$ cat src/rtl/sr_display_receiver.sv
// Serial-to-parallel receiver for the 7-segment shift-register link.
// Oversamples sr_data/sr_clk/sr_latch, captures frames, decodes hex digits.
module sr_display_receiver #(
   parameter int NUM_7_SEG_DISPLAYS = 5,
   parameter int SYNC_STAGES        = 2
) (
   input  logic                              clk,
   input  logic                              rst_n,
   input  logic                              i_sr_data,
   input  logic                              i_sr_clk,
   input  logic                              i_sr_latch,
   output logic [8*NUM_7_SEG_DISPLAYS-1:0]   o_frame,
   output logic [4*NUM_7_SEG_DISPLAYS-1:0]   o_digits,
   output logic [NUM_7_SEG_DISPLAYS-1:0]     o_digit_valid,
   output logic [NUM_7_SEG_DISPLAYS-1:0]     o_minus,
   output logic                              o_valid,
   input  logic                              i_ready,
   output logic                              o_frame_error,
   output logic                              o_overrun
);

   localparam int N  = NUM_7_SEG_DISPLAYS;
   localparam int FW = 8 * N;
   localparam int CW = $clog2(FW + 2);

   // Result layout: {minus, digit_valid, digit[3:0]}
   function automatic logic [5:0] f_dec(input logic [6:0] seg);
      logic [5:0] r;
      r = '0;
      case (seg)
         7'h3F: r = 6'h10;
         7'h06: r = 6'h11;
         7'h5B: r = 6'h12;
         7'h4F: r = 6'h13;
         7'h66: r = 6'h14;
         7'h6D: r = 6'h15;
         7'h7D: r = 6'h16;
         7'h07: r = 6'h17;
         7'h7F: r = 6'h18;
         7'h6F: r = 6'h19;
         7'h77: r = 6'h1A;
         7'h7C: r = 6'h1B;
         7'h39: r = 6'h1C;
         7'h5E: r = 6'h1D;
         7'h79: r = 6'h1E;
         7'h71: r = 6'h1F;
         7'h40: r = 6'h20;
         default: r = '0;
      endcase
      return r;
   endfunction

   logic [SYNC_STAGES-1:0] r_sd;
   logic [SYNC_STAGES-1:0] r_sc;
   logic [SYNC_STAGES-1:0] r_sl;
   logic                   r_sc_h;
   logic                   r_sl_h;
   logic [FW-1:0]          r_shreg;
   logic [CW-1:0]          r_cnt;

   logic                   w_data;
   logic                   w_shift;
   logic                   w_latch;
   logic                   w_load;
   logic [FW-1:0]          w_shreg_nxt;
   logic [CW-1:0]          w_cnt_nxt;
   logic [4*N-1:0]         w_digits;
   logic [N-1:0]           w_dv;
   logic [N-1:0]           w_minus;

   assign w_data  = r_sd[SYNC_STAGES-1];
   assign w_shift = r_sc[SYNC_STAGES-1] & ~r_sc_h;
   assign w_latch = r_sl[SYNC_STAGES-1] & ~r_sl_h;

   // A coincident shift is applied before the latch looks at shreg/count
   always_comb begin
      w_shreg_nxt = r_shreg;
      w_cnt_nxt   = r_cnt;
      if (w_shift) begin
         w_shreg_nxt = {r_shreg[FW-2:0], w_data};
         if (r_cnt != CW'(FW + 1))
            w_cnt_nxt = r_cnt + 1'b1;
      end
   end

   assign w_load = w_latch & (w_cnt_nxt == CW'(FW));

   always_comb begin
      w_digits = '0;
      w_dv     = '0;
      w_minus  = '0;
      for (int k = 0; k < N; k++)
         {w_minus[k], w_dv[k], w_digits[4*k +: 4]} =
            f_dec(w_shreg_nxt[8*k +: 7]);
   end

   always_ff @(posedge clk or negedge rst_n) begin
      if (!rst_n) begin
         r_sd          <= '0;
         r_sc          <= '0;
         r_sl          <= '0;
         r_sc_h        <= 1'b0;
         r_sl_h        <= 1'b0;
         r_shreg       <= '0;
         r_cnt         <= '0;
         o_frame       <= '0;
         o_digits      <= '0;
         o_digit_valid <= '0;
         o_minus       <= '0;
         o_valid       <= 1'b0;
         o_frame_error <= 1'b0;
         o_overrun     <= 1'b0;
      end else begin
         r_sd          <= {r_sd[SYNC_STAGES-2:0], i_sr_data};
         r_sc          <= {r_sc[SYNC_STAGES-2:0], i_sr_clk};
         r_sl          <= {r_sl[SYNC_STAGES-2:0], i_sr_latch};
         r_sc_h        <= r_sc[SYNC_STAGES-1];
         r_sl_h        <= r_sl[SYNC_STAGES-1];
         r_shreg       <= w_shreg_nxt;
         r_cnt         <= w_latch ? '0 : w_cnt_nxt;
         o_frame_error <= w_latch & ~w_load;
         o_overrun     <= w_load & o_valid & ~i_ready;
         if (w_load) begin
            o_frame       <= w_shreg_nxt;
            o_digits      <= w_digits;
            o_digit_valid <= w_dv;
            o_minus       <= w_minus;
            o_valid       <= 1'b1;
         end else if (o_valid && i_ready) begin
            o_valid <= 1'b0;
         end
      end
   end

endmodule
$ cat config.mk
export PLATFORM = sky130hd
export DESIGN_NAME = sr_display_receiver
export DESIGN_NICKNAME = d
export VERILOG_FILES = /design/src/rtl/sr_display_receiver.sv
export SDC_FILE = /design/constraint.sdc
export NUM_CORES = 1
export LEC_CHECK = 0
export ABC_AREA = 1
export CORE_MARGIN = 4
export CORE_UTILIZATION = 61
export CTS_CLUSTER_SIZE = 8
export DETAILED_ROUTE_END_ITERATION = 16
export PLACE_DENSITY = 0.86
export SETUP_SLACK_MARGIN = 0.2
export SYNTH_ARGS = -nofsm -noshare
export SYNTH_HDL_FRONTEND = slang
export SYNTH_SLANG_ARGS = --single-unit
$ cat constraint.sdc
create_clock -name clk -period 5.4 [get_ports clk]
set_input_delay 1.62 -clock clk [delete_from_list [all_inputs] [get_ports clk]]
set_output_delay 1.62 -clock clk [all_outputs]
set_load 0.02 [all_outputs]
==> summary.txt <==
DRT antenna net count - 0
CTS tree - done
synthesized area - 6660 µm²
leak pwr - 4.17 nW
Mean Syn Cell Area - 6.94 µm²
Syn Nets - 967
fmax - 293 MHz
peak supply drop - 0.188 mV
reg2reg setup slack - 1.99 ns
Finished Layout Cells - 1174
Netlist cell types - 23
Fin Setup TNS - 0 ns
placed cells - 1142
Clock Path Buffers - 2
Die Y - 112 µm
startpoint types - register
Worst-Margin Slew - 0.931 ns
first-pass GRT wire length - 28.0 mm
clock-pin slew on the worst setup and hold paths - 0.06 ns
Die X - 112 µm
CTS H-tree depth - 4
slowest cell on the critical path - buf_4
Worst Hold Endpoint - r_sl[1]$_DFF_PN0_
Post-DP HPWL - 10.7 mm
CTS Root Cell - clkbuf_8
fin. max-slew vios - 0
# diodes - 0
hold depth - 0
CTS Hold Bufs - 0
period utilisation layout - 63.1%
setup repair bufs after CTS - 0
Routed WL - 16.1 mm
# IOs - 79
CTS buffer count - 17
headroom to the max-slew limit - 37.9%
Hold Fails Final Rpt - 0
PortBufs - 78
path depth of the worst reg2reg path - 11
Area after DPL - 7450 µm²
Area Overhead vs Synth - 21.2%
synth warn - 0
Core ar. - 10500 µm²
initial core utilization - 63.6%
cell mode on critical path - nand2_1
status - completed
family with the most delay on the worst path - simple AND/OR/NAND/NOR gates
Critical R2R Launch - r_sc[1]$_DFF_PN0_
required time worst endpoint - 5.80 ns
Vias - 6344
unrepaired setup endpoints after global routing - no
CP cell instances - buf_4, inv_2, nor2_4, nand4_1, nand2_1, nand2_1, nor2_2, nand3_4, buf_4, nand2_1, o21ai_1
worst skew pair latency - 0.54 ns
WS Path Type - register to register
GRT Overall Usage - 27.0%
CP Capture Type - register
Slowest Stage Delay on Critical Path - 0.51 ns
HP Start - r_sl[0]$_DFF_PN0_
Max-cap violations - 0
wire length per cell - 13.7 µm
Tmin final - 3.41 ns
Syn Inst Count - 959
RePlAce Congestion - 0.953
# DRC - 0
R2R Path End - o_frame[38]$_DFFE_PN0P_
Worst Path Buf+Inv - 3
CP arrival - 3.80 ns
Cell Rows - 37
flops & latches, synth - 127
area of all placed cells without fillers - 8070 µm²
global route overflow - 0
Die Area - 12600 µm²
register area share after synthesis - 47.7%
final-report setup violation count - 0
final net count - 1033
PostCTS Resize Cnt - 0
critical path launch point - r_sc[1]$_DFF_PN0_
number of global-route vias before repair - 6037
Clock Skews - 0.0163 ns
PwrDens - 325 nW/µm²
clk sinks - 127
detailed router's first-iteration violation count - 492
worst hold path type - register to register
via/cell ratio - 5.40
initial antenna violation count - 0
first drt pass iteration count - 7
largest net degree at the start of global routing - 77
layout cells sized above 1 - 4.82%
Critical Path Fanout Max - 69
[flip-flops by register name, indices dropped and copies added, names as in the netlist]
signal,cells
o_minus,5
r_sl,2
o_digit_valid,5
r_sd,2
r_sc_h,1
o_overrun,1
o_valid,1
o_digits,20
r_shreg,40
r_sc,2
r_sl_h,1
o_frame_error,1
r_cnt,6
o_frame,40
[metal layers]
metal  global-route usage (%)  up-vias  part of all wire, %
met4                     9.78        0                  2.3
met1                     34.7     2966                   43
li1                         -     3128                    -
met3                     4.96       37                  4.8
met5                        0        -                    0
met2                     45.9      213                   49
[layout by cell type, fill, tap and decap left out, types with 3 or more instances in the layout]
cell type        netlist  layout
clkbuf_16              0      16
nand2_1              432     432
nand3b_1               6       6
clkdlybuf4s50_1        0      77
inv_1                 71      71
buf_4                  7       3
clkinv_2               0       3
nand4_1               17      17
o21ai_0               18      18
o21ai_1               33      33
nor3_1                 6       6
nor2_2                 4       4
nor2_1               124     124
a21oi_1               10      10
inv_2                  5       5
nand3_1               65      65
dfrtp_1              127     126
clkinv_4               0       3
bufinv_16              0       4
[synth_stat cells]
cell,instances,share of area (%)
nand2_1,432,24
dfrtp_1,127,48
nor2_1,124,7.0
inv_1,71,4.0
nand3_1,65,4.9
o21ai_1,33,2.5
o21ai_0,18,1.4
nand4_1,17,1.6
buf_2,16,1.2
a21oi_1,10,0.75
clkbuf_1,9,0.51
buf_4,7,0.79
nand3b_1,6,0.68
nor3_1,6,0.45
inv_2,5,0.28
nor2_2,4,0.38
buf_6,2,0.34
ha_1,2,0.38
nand2_2,1,0.094
nand2_4,1,0.17
nand3_4,1,0.26
nor2_4,1,0.17
nor3_2,1,0.15
[how the worst max path moves through the flow]
stage / endpoint / slack [ns] / cells past startpoint
final: o_frame[38]$_DFFE_PN0P_ / 1.99 / 11
after global routing: o_digits[0]$_DFFE_PN0P_ / 1.67 / 11
after global placement: o_digits[12]$_DFFE_PN0P_ / 2.17 / 11
after detailed placement: o_digits[0]$_DFFE_PN0P_ / 2.04 / 11
after floorplan: o_digits[0] / 3.36 / 0
after CTS: o_digits[0]$_DFFE_PN0P_ / 1.96 / 11
[power by group]
| part | leakage [nW] | switching (mW) | internal, mW |
|---|---|---|---|
| clock network | 0.303 | 0.433 | 0.764 |
| registers | 1.73 | 0.0474 | 1.02 |
| logic | 2.14 | 0.270 | 0.0922 |
| total | 4.17 | 0.751 | 1.87 |
[per-stage QoR]
stage                     worst slack, ns  util [%]  hold WS, ns  power [mW]
after CTS                            1.96      77.1        0.352        2.62
after floorplan                      3.36         -        0.331        1.33
after global routing                 1.67      77.1        0.367        2.73
final                                1.99      77.1        0.354        2.62
after detailed placement             2.04      71.2        0.340        1.43
after global placement               2.17      71.2        0.332        1.42
[worst register-to-register path: stages (launching register included)]
cell and delay, ns:
dfrtp_2 0.49, buf_4 0.47, inv_2 0.09, nor2_4 0.39
nand4_1 0.19, nand2_1 0.14, nand2_1 0.07, nor2_2 0.18
nand3_4 0.43, buf_4 0.53, nand2_1 0.22, o21ai_1 0.08
[cells by family after synthesis]
kind of cell | synth area share [%]
AO/OA/AOI/OAI | 4.59
adder cells (fa/ha/maj) | 0.376
flip-flops | 47.7
buffers and inverters | 7.12
AND/OR/NAND/NOR | 40.2
[final cells by class]
cell class	instances	area, µm²
clock buffer	19	432
clock inverter	13	186
fill	772	2390
inverter	76	285
multi-input combinational	722	3010
sequential	127	3180
tap	136	170
timing repair buffer	81	813
(Power assumes the default switching activity.)
